**src/rtl/trng_pkg.sv**
```systemverilog
// Shared types and constants for the TRNG harvester slice.
package trng_pkg;

  localparam int unsigned TRNG_W = 32;
  localparam logic [TRNG_W-1:0] ALL0 = '0;
  localparam logic [TRNG_W-1:0] ALL1 = '1;

  typedef enum logic [2:0] {
    IDLE,
    TRIG,
    WAIT,
    CAPT,
    CHECK
  } harvest_state_e;

  // A word counts toward the repetition run if it repeats, or is stuck-at-0/1.
  function automatic logic is_rep_word(input logic [TRNG_W-1:0] word,
                                       input logic [TRNG_W-1:0] last);
    return (word == last) || (word == ALL0) || (word == ALL1);
  endfunction

endpackage

```
**src/rtl/trng_word_fifo.sv**
```systemverilog
// Synchronous first-word-fall-through FIFO with occupancy output.
module trng_word_fifo #(
  parameter int unsigned WIDTH = 32,
  parameter int unsigned DEPTH = 8
) (
  input  logic                     clk,
  input  logic                     rst_n,
  input  logic                     i_flush,
  input  logic                     i_push,
  input  logic [WIDTH-1:0]         i_data,
  input  logic                     i_pop,
  output logic [WIDTH-1:0]         o_data,
  output logic                     o_valid,
  output logic [$clog2(DEPTH):0]   o_level
);

  localparam int unsigned AW = $clog2(DEPTH);

  logic [WIDTH-1:0] r_mem [DEPTH];
  logic [AW-1:0]    r_wptr;
  logic [AW-1:0]    r_rptr;
  logic [AW:0]      r_level;
  logic             w_empty;
  logic             w_full;
  logic             w_push;
  logic             w_pop;

  assign w_empty = (r_level == '0);
  assign w_full  = (r_level == (AW+1)'(DEPTH));
  assign w_pop   = i_pop && !w_empty;
  assign w_push  = i_push && (!w_full || w_pop);

  always_ff @(posedge clk or negedge rst_n) begin
    if (!rst_n) begin
      r_wptr  <= '0;
      r_rptr  <= '0;
      r_level <= '0;
    end else if (i_flush) begin
      r_wptr  <= '0;
      r_rptr  <= '0;
      r_level <= '0;
    end else begin
      if (w_push) r_wptr <= r_wptr + AW'(1);
      if (w_pop)  r_rptr <= r_rptr + AW'(1);
      if (w_push && !w_pop)      r_level <= r_level + (AW+1)'(1);
      else if (!w_push && w_pop) r_level <= r_level - (AW+1)'(1);
    end
  end

  always_ff @(posedge clk) begin
    if (w_push && !i_flush) r_mem[r_wptr] <= i_data;
  end

  assign o_data  = w_empty ? '0 : r_mem[r_rptr];
  assign o_valid = !w_empty;
  assign o_level = r_level;

endmodule

```
**src/rtl/trng_harvester.sv**
```systemverilog
// Reader side of the ring-oscillator TRNG sampler: request, capture, health-screen
// and buffer 32-bit words for a valid/ready consumer.
module trng_harvester
  import trng_pkg::*;
#(
  parameter int unsigned FIFO_DEPTH  = 8,
  parameter int unsigned WARMUP      = 4,
  parameter int unsigned REP_LIMIT   = 3,
  parameter int unsigned TIMEOUT_CYC = 4096
) (
  input  logic                          clk,
  input  logic                          rst_n,
  input  logic                          enable,
  input  logic                          flush,
  input  logic                          fail_clr,
  output logic                          trng_en,
  output logic                          trng_trig,
  output logic                          trng_clear,
  input  logic [TRNG_W-1:0]             trng_data,
  input  logic [TRNG_W-1:0]             trng_count,
  output logic [TRNG_W-1:0]             rd_data,
  output logic                          rd_valid,
  input  logic                          rd_ready,
  output logic [$clog2(FIFO_DEPTH):0]   fifo_level,
  output logic                          health_fail,
  output logic                          timeout_err
);

  localparam int unsigned LW  = $clog2(FIFO_DEPTH) + 1;
  localparam int unsigned WUW = $clog2(WARMUP + 2);
  localparam int unsigned TW  = $clog2(TIMEOUT_CYC + 1);
  localparam int unsigned RW  = $clog2(REP_LIMIT + 1);

  harvest_state_e    r_state;
  logic              r_tcnt;
  logic [TRNG_W-1:0] r_snap;
  logic [TRNG_W-1:0] r_word;
  logic [TRNG_W-1:0] r_last;
  logic [WUW-1:0]    r_warm;
  logic [TW-1:0]     r_timer;
  logic [RW-1:0]     r_rep;
  logic              r_trig;
  logic              r_clear;
  logic              r_hfail;
  logic              r_tout;
  logic              r_en_d;

  logic [RW-1:0]     w_rep_next;
  logic              w_trip;
  logic              w_push;
  logic [LW-1:0]     w_level;

  assign w_rep_next = is_rep_word(r_word, r_last) ? r_rep + RW'(1) : RW'(1);
  assign w_trip     = (w_rep_next >= RW'(REP_LIMIT));
  assign w_push     = (r_state == CHECK) && enable && !flush && (r_warm == '0) && !w_trip;

  trng_word_fifo #(
    .WIDTH (TRNG_W),
    .DEPTH (FIFO_DEPTH)
  ) u_fifo (
    .clk     (clk),
    .rst_n   (rst_n),
    .i_flush (flush),
    .i_push  (w_push),
    .i_data  (r_word),
    .i_pop   (rd_ready),
    .o_data  (rd_data),
    .o_valid (rd_valid),
    .o_level (w_level)
  );

  // fail_clr is applied first so a simultaneous trip or timeout below overrides it.
  always_ff @(posedge clk or negedge rst_n) begin
    if (!rst_n) begin
      r_state <= IDLE;
      r_tcnt  <= 1'b0;
      r_snap  <= '0;
      r_word  <= '0;
      r_last  <= '0;
      r_warm  <= WUW'(WARMUP);
      r_timer <= '0;
      r_rep   <= '0;
      r_trig  <= 1'b0;
      r_clear <= 1'b0;
      r_hfail <= 1'b0;
      r_tout  <= 1'b0;
      r_en_d  <= 1'b0;
    end else begin
      r_en_d  <= enable;
      r_clear <= flush;
      if (fail_clr) begin
        r_hfail <= 1'b0;
        r_tout  <= 1'b0;
        r_rep   <= '0;
      end
      if (flush) begin
        r_state <= IDLE;
        r_trig  <= 1'b0;
        r_warm  <= WUW'(WARMUP);
        r_rep   <= '0;
      end else if (!enable) begin
        r_state <= IDLE;
        r_trig  <= 1'b0;
      end else begin
        if (!r_en_d) r_warm <= WUW'(WARMUP);
        case (r_state)
          IDLE: begin
            if ((w_level < LW'(FIFO_DEPTH)) && !r_hfail) begin
              r_state <= TRIG;
              r_snap  <= trng_count;
              r_trig  <= 1'b1;
              r_tcnt  <= 1'b0;
            end
          end
          TRIG: begin
            if (r_tcnt) begin
              r_trig  <= 1'b0;
              r_timer <= '0;
              r_state <= WAIT;
            end else begin
              r_tcnt <= 1'b1;
            end
          end
          WAIT: begin
            if (trng_count != r_snap) begin
              r_state <= CAPT;
            end else if (r_timer == TW'(TIMEOUT_CYC - 1)) begin
              r_tout  <= 1'b1;
              r_state <= IDLE;
            end else begin
              r_timer <= r_timer + TW'(1);
            end
          end
          CAPT: begin
            r_word  <= trng_data;
            r_state <= CHECK;
          end
          CHECK: begin
            if (r_warm != '0) begin
              r_warm <= r_warm - WUW'(1);
            end else begin
              r_last <= r_word;
              r_rep  <= w_rep_next;
              if (w_trip) r_hfail <= 1'b1;
            end
            r_state <= IDLE;
          end
          default: r_state <= IDLE;
        endcase
      end
    end
  end

  assign trng_en     = enable;
  assign trng_trig   = r_trig;
  assign trng_clear  = r_clear;
  assign fifo_level  = w_level;
  assign health_fail = r_hfail;
  assign timeout_err = r_tout;

endmodule
```
**config.mk**
```make
export PLATFORM = sky130hd
export DESIGN_NAME = trng_harvester
export DESIGN_NICKNAME = d
export VERILOG_FILES = /design/src/rtl/trng_pkg.sv /design/src/rtl/trng_word_fifo.sv /design/src/rtl/trng_harvester.sv
export SDC_FILE = /design/constraint.sdc
export NUM_CORES = 1
export LEC_CHECK = 0
export CAP_MARGIN = 20
export CORE_UTILIZATION = 35
export CTS_CLUSTER_SIZE = 30
export DETAILED_ROUTE_END_ITERATION = 10
export PLACE_DENSITY = 0.56
export SYNTH_ARGS = -nofsm -noshare
export SYNTH_HDL_FRONTEND = slang
export SYNTH_SLANG_ARGS = --single-unit
```
**constraint.sdc**
```tcl
create_clock -name clk -period 5.45 [get_ports clk]
set_input_delay 1.09 -clock clk [delete_from_list [all_inputs] [get_ports clk]]
set_output_delay 1.09 -clock clk [all_outputs]
set_load 0.01 [all_outputs]
```
# After elaboration in Yosys (flattened, before gate mapping)
# Memory sizes are Yosys's and may differ from the RTL's.
# Index checks and enable logic that the tools add are counted.
dict set report classes {
  reduce_logical 38
  n_mux 51
  n_bitwise 2
  n_addsub 7
  magnitude_cmp 2
  n_eq_ne 17
}
# operator count
set ops {}
lappend ops {{3-bit 2-to-1 mux} 15}
lappend ops {{13-bit 2-to-1 mux} 3}
lappend ops {{32-bit equality test} 1}
lappend ops {{32-bit equality test, second input constant} 1}
lappend ops {{32-bit zero test} 1}
lappend ops {{32-bit 2-to-1 mux} 1}
lappend ops {{32-bit inequality test} 1}
lappend ops {{13-bit one-hot mux with 2 select lines} 1}
lappend ops {{1-bit 2-to-1 mux} 19}
lappend ops {{13-bit by 1-bit adder with 13-bit output, second input constant} 1}
lappend ops {{13-bit by 12-bit equality test with 1-bit output, second input constant} 1}
lappend ops {{2-bit 2-to-1 mux} 6}
lappend ops {{4-bit 2-to-1 mux} 3}
lappend ops {{3-bit one-hot mux with 4 select lines} 1}
lappend ops {{4-bit AND reduction} 3}
lappend ops {{1-bit logical AND} 10}
lappend ops {{2-bit nonzero test} 5}
lappend ops {{3-bit AND reduction} 3}
lappend ops {{2-bit inequality test, second input constant} 4}
lappend ops {{4-bit inequality test, second input constant} 2}
lappend ops {{1-bit zero test} 7}
lappend ops {{3-bit by 1-bit adder with 3-bit output, second input constant} 2}
lappend ops {{3-bit by 2-bit equality test with 1-bit output, second input constant} 2}
lappend ops {{3-bit zero test} 2}
lappend ops {{17 further kinds} 22}
dict set report totals {
  wordCells 134
  register_bits 133
  ramBits 256
  input_bits 70
  output_inout_bits 42
  n_memories 1
}
# name words word_bits rd rd_ports_with_merged_regs write_ports line
set mem_list {}
lappend mem_list {u_fifo.r_mem 8 32 1 0 1 trng_word_fifo.sv:19} ;# logic [WIDTH-1:0] r_mem [DEPTH];

# Logic depth before layout (Yosys ltp)
# Gate-level depths: netlist of the first run.
dict set report logic_depth {
  ltp_word 13
  ltp_mapped 14
  ltp_nobuf 14
}

# By module
# Synthesis of the first run repeated with hierarchy kept, for this count alone.
dict set report unflattened {
  hier_cells 963
  area_unflattened_um2 16341.9
}
# mod cells_per_inst seq_area_each_um2 instances area_per_inst_um2
set by_module_without_submodules {}
lappend by_module_without_submodules {trng_word_fifo 487 7937.6 1 10400.0}
lappend by_module_without_submodules {trng_harvester 476 3079.2 1 5941.9}

# Least setup slack after synthesis of the first run
# No wires, ideal clock.
dict set report synth_path {
  kind {input port to flip-flop}
  startpoint {in enable}
  endpoint {mem u_fifo.r_mem[4][0] (enable)}
  cell_stages 5
  setup_time_ns 0.502
  slack_ns -0.357
  path_buffers 0
  t_arrival_ns 5.305
  cell_sequence {nor2b_1 -> nand2_1 -> a21o_1 -> a21oi_1 -> nor4bb_1}
}
dict set report synth_via {
  elab_chain_cells 8
}
# item line
set synth_rtl {}
lappend synth_rtl {{start: declaration} trng_harvester.sv:13} ;# input logic enable,
lappend synth_rtl {{1-bit logical AND (4 in a row)} trng_harvester.sv:55} ;# assign w_push = (r_state == CHECK) && enable && !flush && (r_warm == '0) && !w_trip;
lappend synth_rtl {{1-bit logical AND} trng_word_fifo.sv:31} ;# assign w_push = i_push && (!w_full || w_pop);
lappend synth_rtl {{1-bit logical AND} trng_word_fifo.sv:51} ;# if (w_push && !i_flush) r_mem[r_wptr] <= i_data;
lappend synth_rtl {{1-bit 2-to-1 mux} trng_word_fifo.sv:51}
lappend synth_rtl {{1-bit 2-to-1 mux (implied by the code)} trng_word_fifo.sv:51}
lappend synth_rtl {{end: declaration} trng_word_fifo.sv:19}
# Every way passes these cells.

# Final worst setup path of the first run
dict set report layout_path {
  startpoint {reg u_fifo.r_rptr[0]}
  endpoint {out rd_data[31]}
}
dict set report layout_via {
  elab_chain_cells 2
}
# item line
set layout_rtl {}
lappend layout_rtl {{start: declaration} trng_word_fifo.sv:21} ;# logic [AW-1:0] r_rptr;
lappend layout_rtl {{start signal: assignment} trng_word_fifo.sv:44} ;# if (w_pop) r_rptr <= r_rptr + AW'(1);
lappend layout_rtl {{memory 8 x 32 bit} -}
lappend layout_rtl {{32-bit 2-to-1 mux} trng_word_fifo.sv:54} ;# assign o_data = w_empty ? '0 : r_mem[r_rptr];
lappend layout_rtl {{end: declaration} trng_harvester.sv:21} ;# output logic [TRNG_W-1:0] rd_data,
# Every way passes these cells.

==> flow_summary.json, run 1 <==
{
  "crit_cells": 5,
  "run_status": "completed",
  "dp_slack_ps": 1150,
  "clock-skew-final_ps": 16.7,
  "grt_pass1_vias": 9212,
  "rows": 78,
  "cts_tree": "done",
  "drive_gt1_share_pct": 23.0,
  "crit_path_max_fanout": 40,
  "timing_worst_setup_path_type": "reg2out",
  "viasPerCell": 4.96,
  "met3_length_um": 1690,
  "grt_max_degree": 95,
  "antenna_found_initial": 0,
  "grt_usage_pct": 14.4,
  "critical_path.top_delay_family": "buffers and inverters",
  "ios": 112,
  "gp_congestion": 0.749,
  "p_clk_share_pct": 35.4,
  "core_area_mm2": 0.0456,
  "critical_path.max_stage_delay_ps": 800,
  "hold_buffers": 0,
  "chipWidth_um": 218,
  "worst_slack_ps": 1200,
  "drt_iter0_markers": 507,
  "h-tree-depth": 2,
  "clk_pin_slew_worst_paths_ps": 60,
  "grt_pass1_wl_um": 52500,
  "slew_headroom_pct": 36.0,
  "period_needed_ps": 4250,
  "dr.pass1.iters": 4,
  "syn-num-nets": 1029,
  "route.met2.wl_um": 16300,
  "leakagePower_nw": 7.25,
  "async_reset_ff_share_pct": 34.2,
  "avgSynthCellArea_um2": 17.1,
  "area_growth_pct": 20.1,
  "netlist_top_cells_count": "edfxtp_1, dfrtp_1, mux2_2",
  "ir_drop_mv": 0.213,
  "clockBufferDepth": 3,
  "max_freq_ghz": 0.235,
  "worstPathCellList": "buf_12 -> mux4_2 -> mux2i_1 -> nor2_1 -> clkdlybuf4s50_1",
  "critPathLaunchType": "register",
  "routedWlPerCell_um": 19.1,
  "initial_core_util_pct": 35.7,
  "routed_wl_um": 33000,
  "diodes": 0,
  "worst_pin_slew_ps": 960,
  "yosysSeqAreaShare_pct": 67.8,
  "root_buffer": "clkbuf_16",
  "rsz0062_at_grt": "false",
  "seqCellArea_mm2": 0.0110,
  "yosys_warnings": 0,
  "hpwlAfterDp_um": 20400,
  "numPortBuffers": 111,
  "multi_input_area_mm2": 0.00506,
  "layout.cells.non_filler": 1724,
  "synth_edf_count": 256,
  "top_layer": "met4",
  "die_h_um": 218,
  "swShare_pct": 25.7,
  "ys_types": 58,
  "cts_setup_buffers": 0,
  "drv_slew": 0,
  "die_area_mm2": 0.0473,
  "cts_buffers": 44,
  "synthCells": 951,
  "power.density_mw_per_mm2": 393,
  "synth_top_area_share_pct": 47.3,
  "slowest_stage": "dfrtp_4",
  "hold_path_depth": 1,
  "fin_setup_tns_ps": 0,
  "hold_viol": 0,
  "route.detailed.drc": 0,
  "stdcell_area_mm2": 0.0195,
  "ctsResizeCount": 0,
  "synth.cell_area_mm2": 0.0163,
  "synth_top_area_cell": "edfxtp_1",
  "fillers": 4082,
  "vias": 8548,
  "setup_viol": 0,
  "ys_ff_latch": 389,
  "cts.sinks": 389,
  "seqPwrFrac_pct": 45.7,
  "grt_overflow_total": 0,
  "p_int_w": 0.00570,
  "p_comb_share_pct": 18.9,
  "worstPathArrival_ps": 3160,
  "timing.final.crit_share_pct": 78.1,
  "final_antenna_net_count": 0,
  "final_nets": 1168,
  "synth_area_leaders": "edfxtp_1, dfrtp_1, mux4_2",
  "dpl_cell_area_mm2": 0.0182,
  "critPathRequiredTime_ps": 4360,
  "p_switching_w": 0.00197,
  "endpoint_kind": "output pin",
  "placed_cells": 1644,
  "critical_path_buf_inv_count": 2,
  "synth_most_common_cell": "edfxtp_1",
  "hold_class": "reg2reg",
  "clk_latency_ps": 560,
  "met1_length_um": 14400,
  "synth_flop_cell": "edfxtp_1",
  "max-cap-violations": 0,
  "r2r.worst_path.cells": 14
}
==> power by group through the flow <==
stage | clock network, W | registers (W) | logic, W
2_1_floorplan | 0 | 0.00344 | 0.000985
6_report | 0.00272 | 0.00350 | 0.00145
3_3_place_gp | 0 | 0.00357 | 0.00149
4_1_cts | 0.00281 | 0.00351 | 0.00150
5_1_grt | 0.00292 | 0.00354 | 0.00160
3_5_place_dp | 0 | 0.00357 | 0.00149
==> area by class of cell <==
type	instances	share of cell area, %
repair buffers	132	6.64
inverters	16	0.308
well taps	600	3.85
clock inverters	9	0.327
flip-flops and latches	389	56.5
clock buffers	71	6.47
multi-input cells	507	25.9
==> kinds of logic after synthesis <==
| group | count (synthesis) | share of synthesized area (%) |
|---|---|---|
| multiplexers | 198 | 17.9 |
| AND/OR/NAND/NOR | 174 | 5.69 |
| AO/OA/AOI/OAI | 52 | 2.62 |
| buffers and inverters | 55 | 1.35 |
| adder cells (fa/ha/maj) | 8 | 0.662 |
| XOR/XNOR | 75 | 4.04 |
| flip-flops | 389 | 67.8 |
==> layout by cell type (no fill, tap or decap), types with 3 or more instances in the layout <==
| master | synthesis | final |
|---|---|---|
| or2_2 | 3 | 3 |
| nand2_1 | 17 | 17 |
| nand4_1 | 18 | 18 |
| a2111oi_4 | 3 | 3 |
| and4b_1 | 3 | 3 |
| clkbuf_1 | 26 | 21 |
| nand3_1 | 9 | 9 |
| nor2_1 | 61 | 60 |
| xor2_1 | 68 | 68 |
| a211oi_1 | 4 | 4 |
| clkinv_1 | 0 | 4 |
| ha_1 | 7 | 7 |
| nand2b_1 | 7 | 7 |
| mux4_2 | 64 | 64 |
| edfxtp_1 | 256 | 256 |
| nor3_1 | 4 | 4 |
| and4_1 | 3 | 3 |
| xnor2_1 | 7 | 7 |
| clkbuf_8 | 0 | 6 |
| a21oi_1 | 10 | 10 |
| and3_1 | 4 | 3 |
| clkbuf_16 | 0 | 44 |
| dfrtp_1 | 132 | 129 |
| mux2i_1 | 36 | 36 |
| o21ai_0 | 11 | 11 |
| nor2b_1 | 6 | 6 |
| buf_4 | 1 | 19 |
| clkdlybuf4s50_1 | 0 | 110 |
| nor4_1 | 27 | 27 |
| inv_1 | 16 | 16 |
| mux2_2 | 98 | 98 |
==> stage by stage <==
stage                     hold slack, ps  total power (W)  utilization [%]
final                                523          0.00767             42.8
after global routing                 532          0.00806             42.8
after CTS                            527          0.00782             42.8
after detailed placement             514          0.00506             39.9
after global placement               499          0.00505             39.9
after floorplan                      478          0.00443                -
==> flip-flops by register name, summed over array words and instances, names as in the netlist <==
register / count
u_fifo.r_wptr: 3
u_fifo.r_mem: 256
health_fail: 1
r_rep: 2
trng_clear: 1
r_state: 3
r_timer: 13
r_word: 32
timeout_err: 1
r_snap: 32
u_fifo.r_rptr: 3
u_fifo.o_level: 4
r_last: 32
trng_trig: 1
r_en_d: 1
r_tcnt: 1
r_warm: 3
==> final timing paths <==
kind | start | end | slack, ps
min | r_snap[9] | r_snap[9] | 520
max reg2reg | r_word[24] | u_fifo.o_level[3] | 1820
max | u_fifo.r_rptr[0] | rd_data[31] | 1200
max in group asynchronous | rst_n | r_word[28] | 3660
min in group asynchronous | rst_n | r_timer[4] | 640
min reg2reg | r_snap[9] | r_snap[9] | 520
==> layer usage <==
layer	up-vias	global-route usage, %
met2	145	24.0
met4	0	4.01
met5	-	0
met1	4399	18.3
met3	48	3.92
li1	3956	-
Note: power is estimated with default switching activity, not from simulation.
==> run 2: changes to the inputs <==
--- a/config.mk
+++ b/config.mk
@@ -9,7 +9,7 @@
 export CORE_UTILIZATION = 35
 export CTS_CLUSTER_SIZE = 30
 export DETAILED_ROUTE_END_ITERATION = 10
-export PLACE_DENSITY = 0.56
+export PLACE_DENSITY = 0.54
 export SYNTH_ARGS = -nofsm -noshare
 export SYNTH_HDL_FRONTEND = slang
 export SYNTH_SLANG_ARGS = --single-unit
==> constraint.sdc (replaced) <==
create_clock -name clk -period 4 [get_ports clk]
set_input_delay 0.8 -clock clk [delete_from_list [all_inputs] [get_ports clk]]
set_output_delay 0.8 -clock clk [all_outputs]
set_load 0.01 [all_outputs]
==> run 2 against run 1 <==
Effect of this change:
- sequential share of layout area is 0.76 points lower
- global-route usage grew 1.3 points
- clock power is 39% higher
- power is 38% higher
- largest power group unchanged
- non-clock buffer count grew 26
- combinational power grew 44%
- critical path depth stayed put
- via count up 3.0%
- cell count increased by 1.3%
- sequential power is 35% higher
- setup slack worse by 950 ps
- die area stayed put
==> flow_summary.json, run 2 (synthesized netlist as in run 1, its figures left out) <==
{
  "grt_overflow_total": 0,
  "critPathRequiredTime_ps": 3200,
  "clk_pin_slew_worst_paths_ps": 60,
  "ir_drop_mv": 0.301,
  "initial_core_util_pct": 35.7,
  "endpoint_kind": "output pin",
  "die_h_um": 218,
  "top_layer": "met4",
  "diodes": 0,
  "regToRegSetupSlack_ps": 410,
  "hold_buffers": 0,
  "root_buffer": "clkbuf_16",
  "drive_gt1_share_pct": 25.5,
  "regMostFlops": "u_fifo.r_mem",
  "cts_setup_buffers": 0,
  "rsz0062_at_grt": "false",
  "slowest_stage": "dfrtp_4",
  "hold_viol": 0,
  "cts_buffers": 42,
  "drv_slew": 0,
  "drt_iter0_markers": 589,
  "timing_worst_setup_path_type": "reg2out",
  "chipWidth_um": 218,
  "fin_setup_tns_ps": 0,
  "core_area_mm2": 0.0456,
  "final_antenna_net_count": 0,
  "run_status": "completed",
  "cts.sinks": 389,
  "final_common_cell": "edfxtp_1",
  "routedWlPerCell_um": 20.6,
  "ctsResizeCount": 0,
  "max-cap-violations": 0,
  "grt_pass1_wl_um": 56100,
  "clk_latency_ps": 570,
  "layout_common_cells": "edfxtp_1, dfrtp_1, clkdlybuf4s50_1, mux2_2, xor2_1",
  "max_freq_ghz": 0.266,
  "antenna_found_initial": 0,
  "slew_headroom_pct": 51.3,
  "critical_path.max_stage_delay_ps": 770,
  "ios": 112,
  "grt_usage_pct": 15.7,
  "clockBufferDepth": 3,
  "cts_tree": "done",
  "worstPathArrival_ps": 2950,
  "power_w": 0.0106,
  "r2r-start": "r_word[20]",
  "route.met2.wl_um": 17300,
  "area_growth_pct": 21.7,
  "viasPerCell": 5.04,
  "dr.pass1.iters": 4,
  "startpoint": "u_fifo.r_rptr[0]",
  "hpwlAfterDp_um": 22100,
  "vias": 8803,
  "clock-skew-final_ps": 22.2,
  "period_needed_ps": 3750,
  "h-tree-depth": 2,
  "r2r.worst_path.cells": 14,
  "largest_register_ffs": 256,
  "grt_pass1_vias": 9250,
  "die_area_mm2": 0.0473,
  "critPathLaunchType": "register",
  "numPortBuffers": 111,
  "hold_ws_ps": 275,
  "setup_viol": 0,
  "hold_class": "in2async",
  "fin_util_pct": 43.4,
  "met3_length_um": 1710,
  "timing.final.crit_share_pct": 93.9,
  "route.detailed.drc": 0,
  "crit_path_max_fanout": 24,
  "power.density_mw_per_mm2": 537,
  "regToRegEndpoint": "u_fifo.o_level[3]",
  "layout.cells.non_filler": 1747,
  "final_nets": 1192,
  "gp_congestion": 0.712,
  "routed_wl_um": 36000,
  "fillers": 4088,
  "grt_max_degree": 71,
  "worstPathCellList": "buf_4 -> mux4_2 -> mux2i_1 -> nor2_1 -> clkdlybuf4s50_1",
  "placed_cells": 1670,
  "rows": 78,
  "leakagePower_nw": 7.42,
  "worst_pin_slew_ps": 730,
  "met1_length_um": 16300
}
==> run 2: cell count changes in the layout (fill, tap and decap cells not counted), sizes merged <==
| cell | before | now |
|---|---|---|
| bufinv | 0 | 2 |
| buf | 22 | 48 |
| clkinv | 7 | 13 |
| clkinvlp | 0 | 2 |
| clkbuf | 71 | 59 |
| inv | 18 | 17 |
==> run 2: power by group <==
| part | switching (W) | leakage (nW) | internal, W |
|---|---|---|---|
| combinational | 0.000922 | 2.57 | 0.00117 |
| clock | 0.00159 | 0.661 | 0.00220 |
| sequential | 0.000258 | 4.19 | 0.00448 |
==> run 2: cell type report <==
class | instances | area (um2) | area share, %
sequential | 389 | 11000 | 55.7
multi-input combinational | 507 | 5060 | 25.6
timing repair buffer | 158 | 1540 | 7.78
clock buffer | 59 | 1180 | 5.94
tap | 600 | 751 | 3.79
clock inverter | 18 | 173 | 0.873
inverter | 16 | 60.1 | 0.304
==> run 2: worst max-delay path by stage <==
stage,to,cells after the start
2_1_floorplan,u_fifo.r_mem[4][0],5
3_3_place_gp,u_fifo.o_level[3],12
3_5_place_dp,u_fifo.o_level[3],12
4_1_cts,rd_data[30],5
5_1_grt,rd_data[30],5
6_report,rd_data[18],5
==> run 2: worst max-delay path: cells and delay by family, from the launching register on <==
| kind | cells | cell delay, ps |
|---|---|---|
| mux | 2 | 740 |
| simple gates | 1 | 60 |
| flops | 1 | 770 |
| buf+inv | 2 | 810 |
==> run 2: layer usage <==
layer	vias up	track usage [%]
met5	-	0
met4	0	4.20
met3	57	3.39
met2	202	25.5
met1	4530	21.3
li1	4014	-
==> run 2: per-stage QoR <==
stage	setup WS, ps	instance area (um2)
floorplan	483	16300
global placement	268	18400
detailed placement	210	18400
CTS	126	19800
global route	21.9	19800
finish	246	19800
==> edit (settings of run 2) <==
Make the reset (`rst_n`) synchronous in 2 clocked blocks.
--- a/src/rtl/trng_word_fifo.sv
+++ b/src/rtl/trng_word_fifo.sv
@@ -32,3 +32,3 @@
 
-  always_ff @(posedge clk or negedge rst_n) begin
+  always_ff @(posedge clk) begin
     if (!rst_n) begin
--- a/src/rtl/trng_harvester.sv
+++ b/src/rtl/trng_harvester.sv
@@ -72,3 +72,3 @@
   // fail_clr is applied first so a simultaneous trip or timeout below overrides it.
-  always_ff @(posedge clk or negedge rst_n) begin
+  always_ff @(posedge clk) begin
     if (!rst_n) begin
Formal check against the unedited RTL: differs if rst_n is asserted again (counterexample within 4 cycles, from zero or initial values and one cycle with rst_n low); with rst_n held inactive, the same outputs for 4 cycles.
==> edit against run 2 <==
Worst hold slack improved by 0.18 ns. Sequential cell count grew 3. Clock skew fell by 0.0013 ns. Via count grew 11%. Die area is 1.0% lower. Final area shrank 0.66%. Area after synthesis is 1.0% lower. Worst setup slack improved by 0.030 ns. Wire length is 4.5% higher.
Power is not compared: it rests on default switching activity, and its combinational part moved more than twofold at a synthesized area within 25%.
==> edit: results (changes against run 2) <==
* CP delay by family, top: compound AO/OA/AOI/OAI gates
* Crit Path Max Fanout at 13 (-46%)
* Clock Latency Late Sink at 0.54 ns (-0.03 ns)
* Multiplexer area fraction after synthesis at 0.113 (-0.0655)
* DP HPWL at 23,200 µm (+4.9%)
* Pleak at 6.60 nW
* Vias in the first global route at 10,100 (+8.6%)
* Crit-path slowest cell: dfxtp_1
* 1st-pass router iterations at 5 (+1)
* Largest net degree at the start of global routing at 57 (-20%)
* Top post-synthesis cells by count: edfxtp_1 (256), nand2_1 (223), dfxtp_1 (136), a21boi_0 (96), xnor2_1 (66)
* First-pass GRT wire length at 58,900 µm (+5.0%)
* CTS H-tree depth at 2 (unchanged)
* Global Route Usage Sum at 0.164 (+0.00651)
* Adder-Cell Fraction of Synth Area at 0.00746 (+0.000845)
* Drt total wl at 37,700 µm (+4.5%)
* Total CTS buffers at 43 (+2.4%)
* Initial antenna violation count at 1 (+1)
* Synth area leaders: edfxtp_1 (48%), dfxtp_1 (17%), mux4_2 (9.0%)
* Worst-margin pin slew at 0.850 ns (+0.120 ns)
* Syn_area_per_cell at 13.6 µm² (-20%)
* Critical path arrival at 4.19 ns (+1.24 ns)
* Port bufs at 111 (unchanged)
* Post-synth ARST share at 0 (-0.342)
* Vias per cell at 5.00 (-0.82%)
* Post-synth cell types at 53 (-8.6%)
* Xor and xnor area share after synthesis at 0.0376 (-0.00285)
* Max cap viols at 0 (unchanged)
* Final setup skew at 0.0208 ns (-0.00135 ns)
* Via Count at 9,805 (+11%)
* Buffer count from post-CTS setup fixing at 0 (unchanged)
* Initial DRC Count at 500 (-15%)
* Final Critical Period at 3.72 ns (-0.0302 ns)
* DP Cell Count at 1,882 (+13%)
* Final Wtd Congestion at 0.756 (+6.3%)
* Syn nets at 1,261 (+23%)
* CP max stage delay at 0.57 ns (-0.20 ns)
* Hold Crit Class: flop to flop
* Run status: completed
* Seq/Total Area, Yosys at 0.647 (-0.0308)
* Reg with most FFs: u_fifo.r_mem
* Bufs on Longest Clock Path at 3 (unchanged)
* Post-synthesis compound-gate area fraction at 0.0634 (+0.0373)
* Ys Warns at 0 (unchanged)
* FILL cells at 4,190 (+2.5%)
* # hold bufs at CTS at 0 (unchanged)
* Post-Syn Area at 0.0161 mm² (-1.0%)
* Nets at 1,407 (+18%)
* Layout cells sized above 1 at 0.150 (-0.105)
==> edit: final timing paths <==
check,cells after the start,endpoint,start
setup reg to reg,14,u_fifo.o_level[3],r_word[17]
setup / recovery,14,u_fifo.o_level[3],r_word[17]
hold reg to reg,1,r_timer[12],r_timer[12]
hold / removal,1,r_timer[12],r_timer[12]
==> edit: power by group <==
group	switching [mW]	internal (mW)	total [mW]	leakage, nW
logic	0.0914	0.112	0.204	2.01
registers	0.0120	4.28	4.29	3.93
clock network	1.62	2.26	3.88	0.668
total	1.72	6.65	8.37	6.60
==> edit: metrics by stage <==
stage | hold slack [ns] | cell area [µm²] | TNS, ns
global route | 0.484 | 19700 | 0
finish | 0.459 | 19700 | 0
global placement | 0.445 | 18300 | 0
floorplan | 0.437 | 16100 | -41.51
CTS | 0.457 | 19600 | 0
detailed placement | 0.448 | 18300 | 0
==> edit: cell type report <==
type / count / area share
flip-flops and latches: 392 / 0.530
multi-input cells: 713 / 0.277
repair buffers: 166 / 0.0825
clock buffers: 48 / 0.0562
well taps: 600 / 0.0382
clock inverters: 31 / 0.0139
inverters: 12 / 0.00229
==> edit: routing by layer <==
layer | track usage | wire length (µm)
met1 | 0.213 | 16900
met2 | 0.280 | 18500
met3 | 0.0314 | 1680
met4 | 0.0366 | 617
met5 | 0 | 11
==> edit: cells by family (layout without fill, tap and decap cells) <==
kind of cell	Yosys count	after routing
flip-flops	392	392
XOR/XNOR	69	69
buffers and inverters	77	257
AO/OA/AOI/OAI	142	142
AND/OR/NAND/NOR	391	391
adder cells (fa/ha/maj)	9	9
multiplexers	102	102
